<file path="src/rtl/contador_bcd_param.sv">
// -----------------------------------------------------------------------------
// contador_bcd_param
//
// Two-digit BCD up/down counter. Each RTC field (seconds, minutes, hours, day,
// month, year) uses one instance configured for its own range. Instances are
// chained through tick/carry, and the upper limit can come from max_in (for
// example, day-of-month driven by the month field).
//
// The count is held internally as a 7-bit binary value. It is converted to BCD
// combinationally on the way out.
//
// Parameters:
//   MIN_VAL   lowest count value (decimal, 0..98)
//   MAX_VAL   highest count value (decimal), used when DYN_MAX = 0
//   FIELD_ID  en_count code that selects this field for manual adjust
//   DYN_MAX   1 = effective maximum taken from max_in, clipped to [MIN_VAL, 99]
//
// Ports:
//   clk        system clock, rising edge
//   reset      synchronous active-high reset, highest priority
//   en_count   field-select code from the adjust FSM
//   enUP       manual increment request (level, one step per cycle)
//   enDOWN     manual decrement request (level, one step per cycle)
//   tick       single-cycle increment from the lower field's carry
//   load       parallel-load strobe
//   load_data  BCD value to load, {tens, units}
//   max_in     binary dynamic maximum (DYN_MAX = 1 only)
//   data_BCD   current value in BCD, {tens, units}
//   carry      one-cycle pulse after a tick-driven wrap
//   load_err   one-cycle pulse after a rejected load
// -----------------------------------------------------------------------------
module contador_bcd_param #(
    parameter int MIN_VAL  = 1,
    parameter int MAX_VAL  = 12,
    parameter int FIELD_ID = 5,
    parameter int DYN_MAX  = 0
) (
    input  logic       clk,
    input  logic       reset,
    input  logic [3:0] en_count,
    input  logic       enUP,
    input  logic       enDOWN,
    input  logic       tick,
    input  logic       load,
    input  logic [7:0] load_data,
    input  logic [6:0] max_in,
    output logic [7:0] data_BCD,
    output logic       carry,
    output logic       load_err
);

    localparam logic [6:0] MIN_Q  = 7'(MIN_VAL);
    localparam logic [6:0] MAX_Q  = 7'(MAX_VAL);
    localparam logic [6:0] TOP_Q  = 7'd99;
    localparam logic [3:0] FID_Q  = 4'(FIELD_ID);

    logic [6:0] q;
    logic [6:0] q_next;
    logic       carry_next;
    logic       err_next;

    logic [6:0] max_eff;
    logic [6:0] load_val;
    logic       load_ok;
    logic       selected;
    logic       adj_up;
    logic       adj_down;
    logic       at_max;
    logic       at_min;

    // Effective maximum. A dynamic limit is clipped into [MIN_VAL, 99], so a
    // garbage max_in can never produce an empty or non-BCD range.
    // NOTE: every variable assigned in always_comb gets a value on every path
    // (here via the defaults at the top); a missed path would infer a latch.
    always_comb begin
        max_eff = MAX_Q;
        if (DYN_MAX != 0) begin
            if (max_in < MIN_Q) begin
                max_eff = MIN_Q;
            end else if (max_in > TOP_Q) begin
                max_eff = TOP_Q;
            end else begin
                max_eff = max_in;
            end
        end
    end

    // Decoded load value. It is only meaningful when both nibbles are <= 9,
    // and that same condition gates load_ok, so any overflow for illegal
    // nibbles never reaches q.
    assign load_val = {3'b000, load_data[7:4]} * 7'd10 + {3'b000, load_data[3:0]};
    assign load_ok  = (load_data[7:4] <= 4'd9) && (load_data[3:0] <= 4'd9) &&
                      (load_val >= MIN_Q) && (load_val <= max_eff);

    // Manual adjust requires this field to be selected and exactly one
    // direction to be requested; asking for both directions does nothing.
    assign selected = (en_count == FID_Q);
    assign adj_up   = selected && enUP && !enDOWN;
    assign adj_down = selected && enDOWN && !enUP;

    // Inclusive compares, so that an out-of-range q still wraps back into range.
    assign at_max = (q >= max_eff);
    assign at_min = (q <= MIN_Q);

    always_comb begin
        q_next     = q;
        carry_next = 1'b0;
        err_next   = 1'b0;
        if (load) begin
            if (load_ok) begin
                q_next = load_val;
            end else begin
                err_next = 1'b1;
            end
        end else if (adj_up) begin
            // Manual wraps never raise carry, so adjusting a field leaves the
            // fields above it untouched.
            q_next = at_max ? MIN_Q : q + 7'd1;
        end else if (adj_down) begin
            q_next = at_min ? max_eff : q - 7'd1;
        end else if (tick) begin
            if (at_max) begin
                q_next     = MIN_Q;
                carry_next = 1'b1;
            end else begin
                q_next = q + 7'd1;
            end
        end else if (q > max_eff) begin
            // The dynamic limit shrank below the current value. Pull q down to
            // the limit without a carry.
            q_next = max_eff;
        end
    end

    // NOTE: state registers use non-blocking assignments only, so every flop
    // samples pre-edge values regardless of statement order.
    always_ff @(posedge clk) begin
        if (reset) begin
            q        <= MIN_Q;
            carry    <= 1'b0;
            load_err <= 1'b0;
        end else begin
            q        <= q_next;
            carry    <= carry_next;
            load_err <= err_next;
        end
    end

    // Binary to BCD, combinational, zero latency from q.
    assign data_BCD = {4'(q / 7'd10), 4'(q % 7'd10)};

endmodule
</file>
<file path="config.mk">
export PLATFORM = sky130hd
export DESIGN_NAME = contador_bcd_param
export DESIGN_NICKNAME = d
export VERILOG_FILES = /design/src/rtl/contador_bcd_param.sv
export SDC_FILE = /design/constraint.sdc
export NUM_CORES = 1
export LEC_CHECK = 0
export ABC_CLOCK_PERIOD_IN_PS = 6750
export CORE_MARGIN = 1
export CORE_UTILIZATION = 40
export DETAILED_ROUTE_END_ITERATION = 7
export PLACE_DENSITY = 0.64
export SYNTH_ARGS = -nofsm -noshare
export SYNTH_HDL_FRONTEND = slang
export SYNTH_SLANG_ARGS = --single-unit
</file>
<file path="constraint.sdc">
create_clock -name clk -period 6.75 [get_ports clk]
set_input_delay 1.6875 -clock clk [delete_from_list [all_inputs] [get_ports clk]]
set_output_delay 1.6875 -clock clk [all_outputs]
set_load 0.03 [all_outputs]
</file>
==> run_results.csv <==
group,metric,value,unit
cells_and_area,fin_nets,237,
floorplan,boundaryPins,35,
worst_setup_path,worstPathRequired,5060,ps
worst_setup_path,crit_end,"data_BCD[2]",
grt,grt_use_met1,28.2,%
run_status,status,"completed",
pwr,p_sw,0.000103,W
synthesis,synth.distinct_cells,69,
sta,maxSlewViolCount,0,
synthesis,yosys_warnings,0,
drt,drtPass1Iterations,4,
synthesis,avgSynthCellArea,7.86,sq um
placement,gp_congestion,0.812,
min_path,min_path_type,"reg -> reg",
synthesis,mappedNetlistNets,215,
clocking,tritoncts,"done",
drt,wl_per_cell,14.4,um
clocking,path_clk_slew,70,ps
synthesis,synth.most_common_cell,"nand2_1",
worst_setup_path,cpMaxStageDelayCell,"dfxtp_1",
grt,grt_pass1_wl,5980,um
worst_setup_path,worstPathArrival,3440,ps
sta,hold_ws,754,ps
clocking,clock_sinks,9,
worst_setup_path,crit_buf_inv,1,
floorplan,num_rows,20,
drt,via_per_inst,5.90,
grt,grt_use_met3,4.69,%
worst_setup_path,path_class,"reg -> out",
worst_setup_path,worstSetupPathDepth,9,
sta,finalHoldViolCount,0,
clocking,hold_buffers,0,
synthesis,synth-seq-cells,9,
worst_setup_path,reg2reg_depth,8,
worst_setup_path,path_delay_family,"flip-flops",
pwr,combPwrFrac,53.6,%
drt,antenna_left,0,
synthesis,synth_flop_cell,"dfxtp_1",
cells_and_area,num_antenna_cells,0,
clocking,post_cts_resized,0,
worst_setup_path,startpoint,"q[3]",
synthesis,synthCells,176,
sta,finalSetupTns,0,ps
synthesis,synth.area.top_cells,"dfxtp_1 13%, ha_1 11%, nand2_1 4.6%",
sta,finalCritPeriodShare,76.0,%
floorplan,initial_core_util,43.8,%
worst_setup_path,r2r-end,"q[2]",
clocking,cts-root-buf,"clkbuf_4",
pwr,pwr-share-seq,28.3,%
pwr,ir_drop,0.0704,mV
cells_and_area,drive_above_1_share,7.11,%
sta,skew,4.10,ps
worst_setup_path,rr_startpoint,"q[1]",
pwr,internal-power,0.000141,W
pwr,p_clk_share,18.1,%
floorplan,coreArea,3150,sq um
cells_and_area,final_cells,241,
clocking,htreeDepth,1,
floorplan,die_h,60.8,um
worst_setup_path,crit_path_end_kind,"primary output",
worst_setup_path,cp-start-kind,"register",
sta,maxSlewHeadroom,51.5,%
sta,rsz0062_at_grt,"no",
synthesis,yosys-top-cells-count,"17 x nand2_1, 12 x ha_1, 9 x dfxtp_1, 9 x nor2_1, 9 x o21ai_0",
sta,tightest_slew,726,ps
sta,setup_viol,0,
pwr,p_sw_share,42.3,%
clocking,postCtsSetupRepairBufs,0,
sta,fmax,195,MHz
clocking,cts_max_path_buffers,2,
synthesis,async_flop_share,0,%
clocking,cts_buffers,3,
drt,via_count,1421,
synthesis,ys_seq_area_share,13.0,%
grt,grtUsageMet2,35.9,%
grt,grtUsageTotal,21.6,%
synthesis,synth_edf_count,0,
drt,drt_iter0_drc,76,
drt,wl,3480,um
cells_and_area,area_growth,21.7,%
drt,post-route-drc-count,0,
synthesis,synth_top_area_share,13.0,%
placement,port_buffers,27,
worst_setup_path,path_max_fanout,19,
grt,antenna_found_initial,0,
clocking,clock_latency,270,ps
worst_setup_path,worst_path_largest_cell_delay,700,ps
placement,dpl.hpwl,2730,um
pwr,p_per_area,145,nW/um^2
pwr,leakage,0.634,nW
grt,grt_busiest_layer,"met2",
grt,gr-total-overflow,0,
floorplan,die_x,60.8,um
grt,grt_max_degree,23,
cells_and_area,utilization,53.4,%
floorplan,die_area,3700,sq um
placement,dp.cells,237,
synthesis,yosys.area.top_type,"dfxtp_1",
grt,grt_pass1_vias,1331,
worst_setup_path,ff2ff_setup_slack,4540,ps
flow_run,maxCapViolations,0,
sta,fin_crit,5130,ps
synthesis,syn-cell-area,1380,sq um
worst_setup_path,crit_chain,"and2b_1 -> xnor2_1 -> o211a_1 -> ha_1 -> nor4b_1 -> a21oi_1 -> a21boi_4 -> mux2i_1 -> clkdlybuf4s50_1",
[worst reg2reg max path: cells and delay by family, from the launching register on]
kind                       cells  cell delay [ps]
AOI/OAI and AO/OA              3              460
buffers and inverters          1              200
adders and majority gates      1              170
and+or+nand+nor                3              900
DFF                            1              400
[through the flow]
stage	cell area, sq um	setup slack, ps	power [W]
global route	1680	1360	0.000264
global placement	1660	1930	0.000197
detailed placement	1660	1860	0.000201
CTS	1680	1630	0.000245
floorplan	1380	2690	0.000160
finish	1680	1620	0.000245
[final cells by class]
| class | count | area (sq um) |
|---|---|---|
| fill | 339 | 1470 |
| multi-input combinational | 147 | 1110 |
| timing repair buffer | 27 | 270 |
| sequential | 9 | 180 |
| tap | 44 | 55.1 |
| inverter | 10 | 37.5 |
| clock buffer | 4 | 26.3 |
[layer usage]
layer  share of wire (%)  vias to the layer above
met1                  45                      666
met2                  49                       36
li1                    -                      715
met3                 4.7                        4
met4                0.78                        0
met5                   0                        -
[registers in the layout, indices dropped and copies added (netlist names)]
name / flops
load_err: 1
q: 7
carry: 1
[layout by cell type (no fill, tap or decap), types with 2 or more instances in the layout]
| master | instances |
|---|---|
| clkdlybuf4s50_1 | 27 |
| nand2_1 | 17 |
| ha_1 | 12 |
| nor2_1 | 9 |
| o21ai_0 | 9 |
| dfxtp_1 | 9 |
| inv_1 | 8 |
| nor3_1 | 8 |
| a21oi_1 | 8 |
| or3_1 | 4 |
| nand2b_1 | 3 |
| and3_1 | 3 |
| xnor2_1 | 3 |
| o22ai_1 | 3 |
| a311oi_1 | 3 |
| clkbuf_4 | 3 |
| a211oi_1 | 2 |
| nor4bb_1 | 2 |
| nor2b_1 | 2 |
| nand3b_1 | 2 |
| o2111ai_1 | 2 |
| a32oi_1 | 2 |
| or2_1 | 2 |
| o221a_1 | 2 |
| mux2i_1 | 2 |
| a21o_1 | 2 |
| xor2_1 | 2 |
| nand3_1 | 2 |
| nor4_1 | 2 |
| o31ai_1 | 2 |
| a31oi_1 | 2 |
| fa_1 | 2 |
[cell families after synthesis]
kind of cell               share of synthesized area [%]
xor gates and xnor gates                            4.80
DFF                                                 13.0
and+or+nand+nor                                     29.4
muxes                                               1.45
AOI/OAI and AO/OA                                   31.1
buffers and inverters                               6.42
adders and majority gates                           13.8
[how the worst min path moves through the flow]
stage               depth (start not counted)   end  slack, ps  startpoint
floorplan                                   2  q[1]        630        q[1]
global placement                            2  q[6]        710        q[6]
detailed placement                          2  q[6]        730        q[6]
CTS                                         1  q[4]        760        q[4]
global route                                2  q[1]        790        q[1]
finish                                      2  q[6]        750        q[6]
[power groups by stage]
stage	logic (W)	registers, W	clock network (W)
floorplan	0.0000975	0.0000622	0
global placement	0.000127	0.0000696	0
detailed placement	0.000131	0.0000703	0
CTS	0.000131	0.0000689	0.0000451
global route	0.000145	0.0000704	0.0000489
finish	0.000131	0.0000691	0.0000444
No activity file was read; power rests on OpenSTA's default activity.
==> patch: new RTL, same settings <==
The output `load_err` loses its register stage (`load_err` becomes a continuous assignment). Comments in the files are not updated.
--- a/src/rtl/contador_bcd_param.sv
+++ b/src/rtl/contador_bcd_param.sv
@@ -139,11 +139,11 @@
             q        <= MIN_Q;
             carry    <= 1'b0;
-            load_err <= 1'b0;
         end else begin
             q        <= q_next;
             carry    <= carry_next;
-            load_err <= err_next;
         end
     end
+
+    assign load_err = err_next;
 
     // Binary to BCD, combinational, zero latency from q.
Behaviour: not the same (Yosys sat finds a counterexample within 4 cycles, from zero or initial values and one cycle with reset high).
==> patch against the unedited design <==
Hold slack got worse by 0.018 ns; maximum frequency down 20%; area after synthesis is 1.7% higher; count of clock-buffer cells in the layout down 1; routed wire length grew 2.6%; clock skew rose by 0.0011 ns; critical path depth is the same; total power fell by 11%; sequential cell count shrank 1; cell area up 1.2%; setup slack lost 1.3 ns.
==> patch: results (changes against the unedited design) <==
STA
  – Worst-margin pin slew: 0.7024 ns (was 0.7260 ns)
  – Fin Clk Skew: 0.005188 ns (was 0.004100 ns)

Drt
  – Avg Vias per Cell: 5.865 (was 5.896)
  – Final wirelength: 3568 µm (was 3479 µm)
  – Drt first pass iters: 4 (unchanged)
  – Initial drt markers: 129 (was 76)
  – # DRC: 0 (unchanged)

Final layout
  – Share of layout cells above drive strength 1: 0.05854 (was 0.07107)
  – Diodes inserted: 0 (unchanged)
  – Fillers: 347 (was 339)
  – Nets: 246 (was 237)
  – Largest registers: q: 7 flops, carry: 1 flops (was q: 7 flops, carry: 1 flops, load_err: 1 flops)

Run status
  – Status: finished, final reports clean (unchanged)

CTS
  – Post-CTS Resized: 0 (unchanged)
  – H-tree depth: 1 (unchanged)
  – Clock buffer depth: 2 (unchanged)
  – Worst-skew pair later-pin latency: 0.25 ns (was 0.27 ns)
  – Clock-pin slew on the worst setup and hold paths: 0.06 ns
  – CTS root buf: clkbuf_4 (unchanged)
  – Total CTS buffers: 3 (unchanged)
  – Postcts setup bufs: 0 (unchanged)

Place
  – Final GP Congestion: 0.8652 (was 0.8118)
  – Dpl hpwl: 2826 µm (was 2731 µm)
  – Placed Area: 0.001680 mm² (was 0.001657 mm²)
  – Port Buffers: 27 (unchanged)

Setup path
  – Worst Reg2Reg Path Length in Cells: 5 (was 8)
  – R2R Setup Slk: 4.54 ns (about the same)
  – Worst path arrival time: 4.71 ns (was 3.44 ns)
  – Slowest cell delay on critical path: 0.69 ns
  – Crit-path max FO: 4 (was 19)
  – CP delay by family, top: buffers and inverters (was flip-flops)
  – Slowest cell on the critical path: clkdlybuf4s50_1 (was dfxtp_1)

Synthesis
  – Yosys warnings: 0 (unchanged)
  – Asr flop ratio synth: 0 (unchanged)
  – Post-synth net total: 225 (was 215)
  – Synth Flop Type: dfxtp_1 (unchanged)
  – Register area share after synthesis: 0.1139 (was 0.1303)
  – Netlist cell types: 56 (was 69)
  – Synth top cells by count: a21oi_1, nand2_1, ha_1, nor2_1, o21ai_0 (was nand2_1, ha_1, dfxtp_1, nor2_1, o21ai_0)
  – Area contributors post-synth: dfxtp_1, ha_1, a21oi_1 (was dfxtp_1, ha_1, nand2_1)

Global route
  – First-pass GRT wire length: 6210 µm (was 5975 µm)
  – Initial antenna violation count: 0 (unchanged)
  – All-Layer GR Usage: 0.2157 (was 0.2158)
  – Pin count of the biggest net entering global routing: 21 (was 23)
  – Vias in the first global route: 1342 (was 1331)

Power
  – LEAKAGE: 0.6490 nW (was 0.6344 nW)
  – P_sw: 92.19 µW (was 103.4 µW)
  – Peak supply drop: 152.5 µV (was 70.39 µV)

Worst hold path
  – Hold Path Stages: 2 (unchanged)
  – Hold Path Class: register to register (unchanged)
==> patch: cell count changes after synthesis, moves of 3 or more <==
cell	unedited run	this run
nand4_1	0	3
xor2_1	2	7
o22ai_1	3	0
a22oi_1	0	3
a21oi_1	8	20
nand2_1	17	14
nor2_1	9	12
nor3_1	8	5
==> patch: per-stage QoR <==
stage	util	cells	worst slack (ns)	power (mW)	hold slack, ns
4_1_cts	0.5063	251	0.3370	0.2200	0.7390
6_report	0.5063	251	0.3528	0.2181	0.7356
2_1_floorplan	-	186	1.491	0.1443	0.6154
3_3_place_gp	0.4996	248	0.3676	0.1809	0.7305
5_1_grt	0.5063	251	0.1294	0.2376	0.7903
3_5_place_dp	0.4996	248	0.3506	0.1829	0.7332
==> patch: cells by family (layout without fill, tap and decap cells) <==
group	after synthesis	after routing	share of synthesized area
flip-flops	8	8	0.1139
AND/OR/NAND/NOR	65	65	0.2589
multiplexers	2	2	0.01424
AO/OA/AOI/OAI	67	67	0.3541
XOR/XNOR	9	9	0.05605
buffers and inverters	21	40	0.06761
adder cells (fa/ha/maj)	14	14	0.1352
==> patch: final timing paths <==
path / start / end
worst max-delay path: load_data[5] / load_err
worst min-delay path: q[1] / q[1]
worst max register to register: q[2] / q[3]
worst min register to register: q[1] / q[1]
==> patch: area by class of cell <==
cell class,instances,area (µm²),area share
Timing Repair Buffer,28,277.8,0.1631
Tap cell,46,57.56,0.03380
Sequential cell,8,160.2,0.09405
Multi-Input combinational cell,157,1151,0.6760
Inverter,9,33.78,0.01984
Clock buffer,3,22.52,0.01323
==> patch: tightest hold or removal path, delay by kind of cell (launching register included) <==
| family | cells | cell delay [ns] |
|---|---|---|
| AO/OA/AOI/OAI | 1 | 0.12 |
| flip-flops | 1 | 0.34 |
| buffers and inverters | 1 | 0.23 |
==> patch: power by group through the flow <==
stage	combinational [mW]	clock, mW	sequential [mW]
global route	0.137	0.0409	0.0601
CTS	0.124	0.0376	0.0589
global placement	0.121	0	0.0600
finish	0.123	0.0361	0.0591
floorplan	0.0916	0	0.0527
detailed placement	0.123	0	0.0599
==> patch: metal layers <==
metal / track usage / vias to the layer above / share of wire
met4: 0.03571 / 0 / 0.0059
met5: 0 / - / 0
li1: - / 748 / -
met1: 0.2589 / 685 / 0.43
met2: 0.4084 / 37 / 0.53
met3: 0.03151 / 2 / 0.040
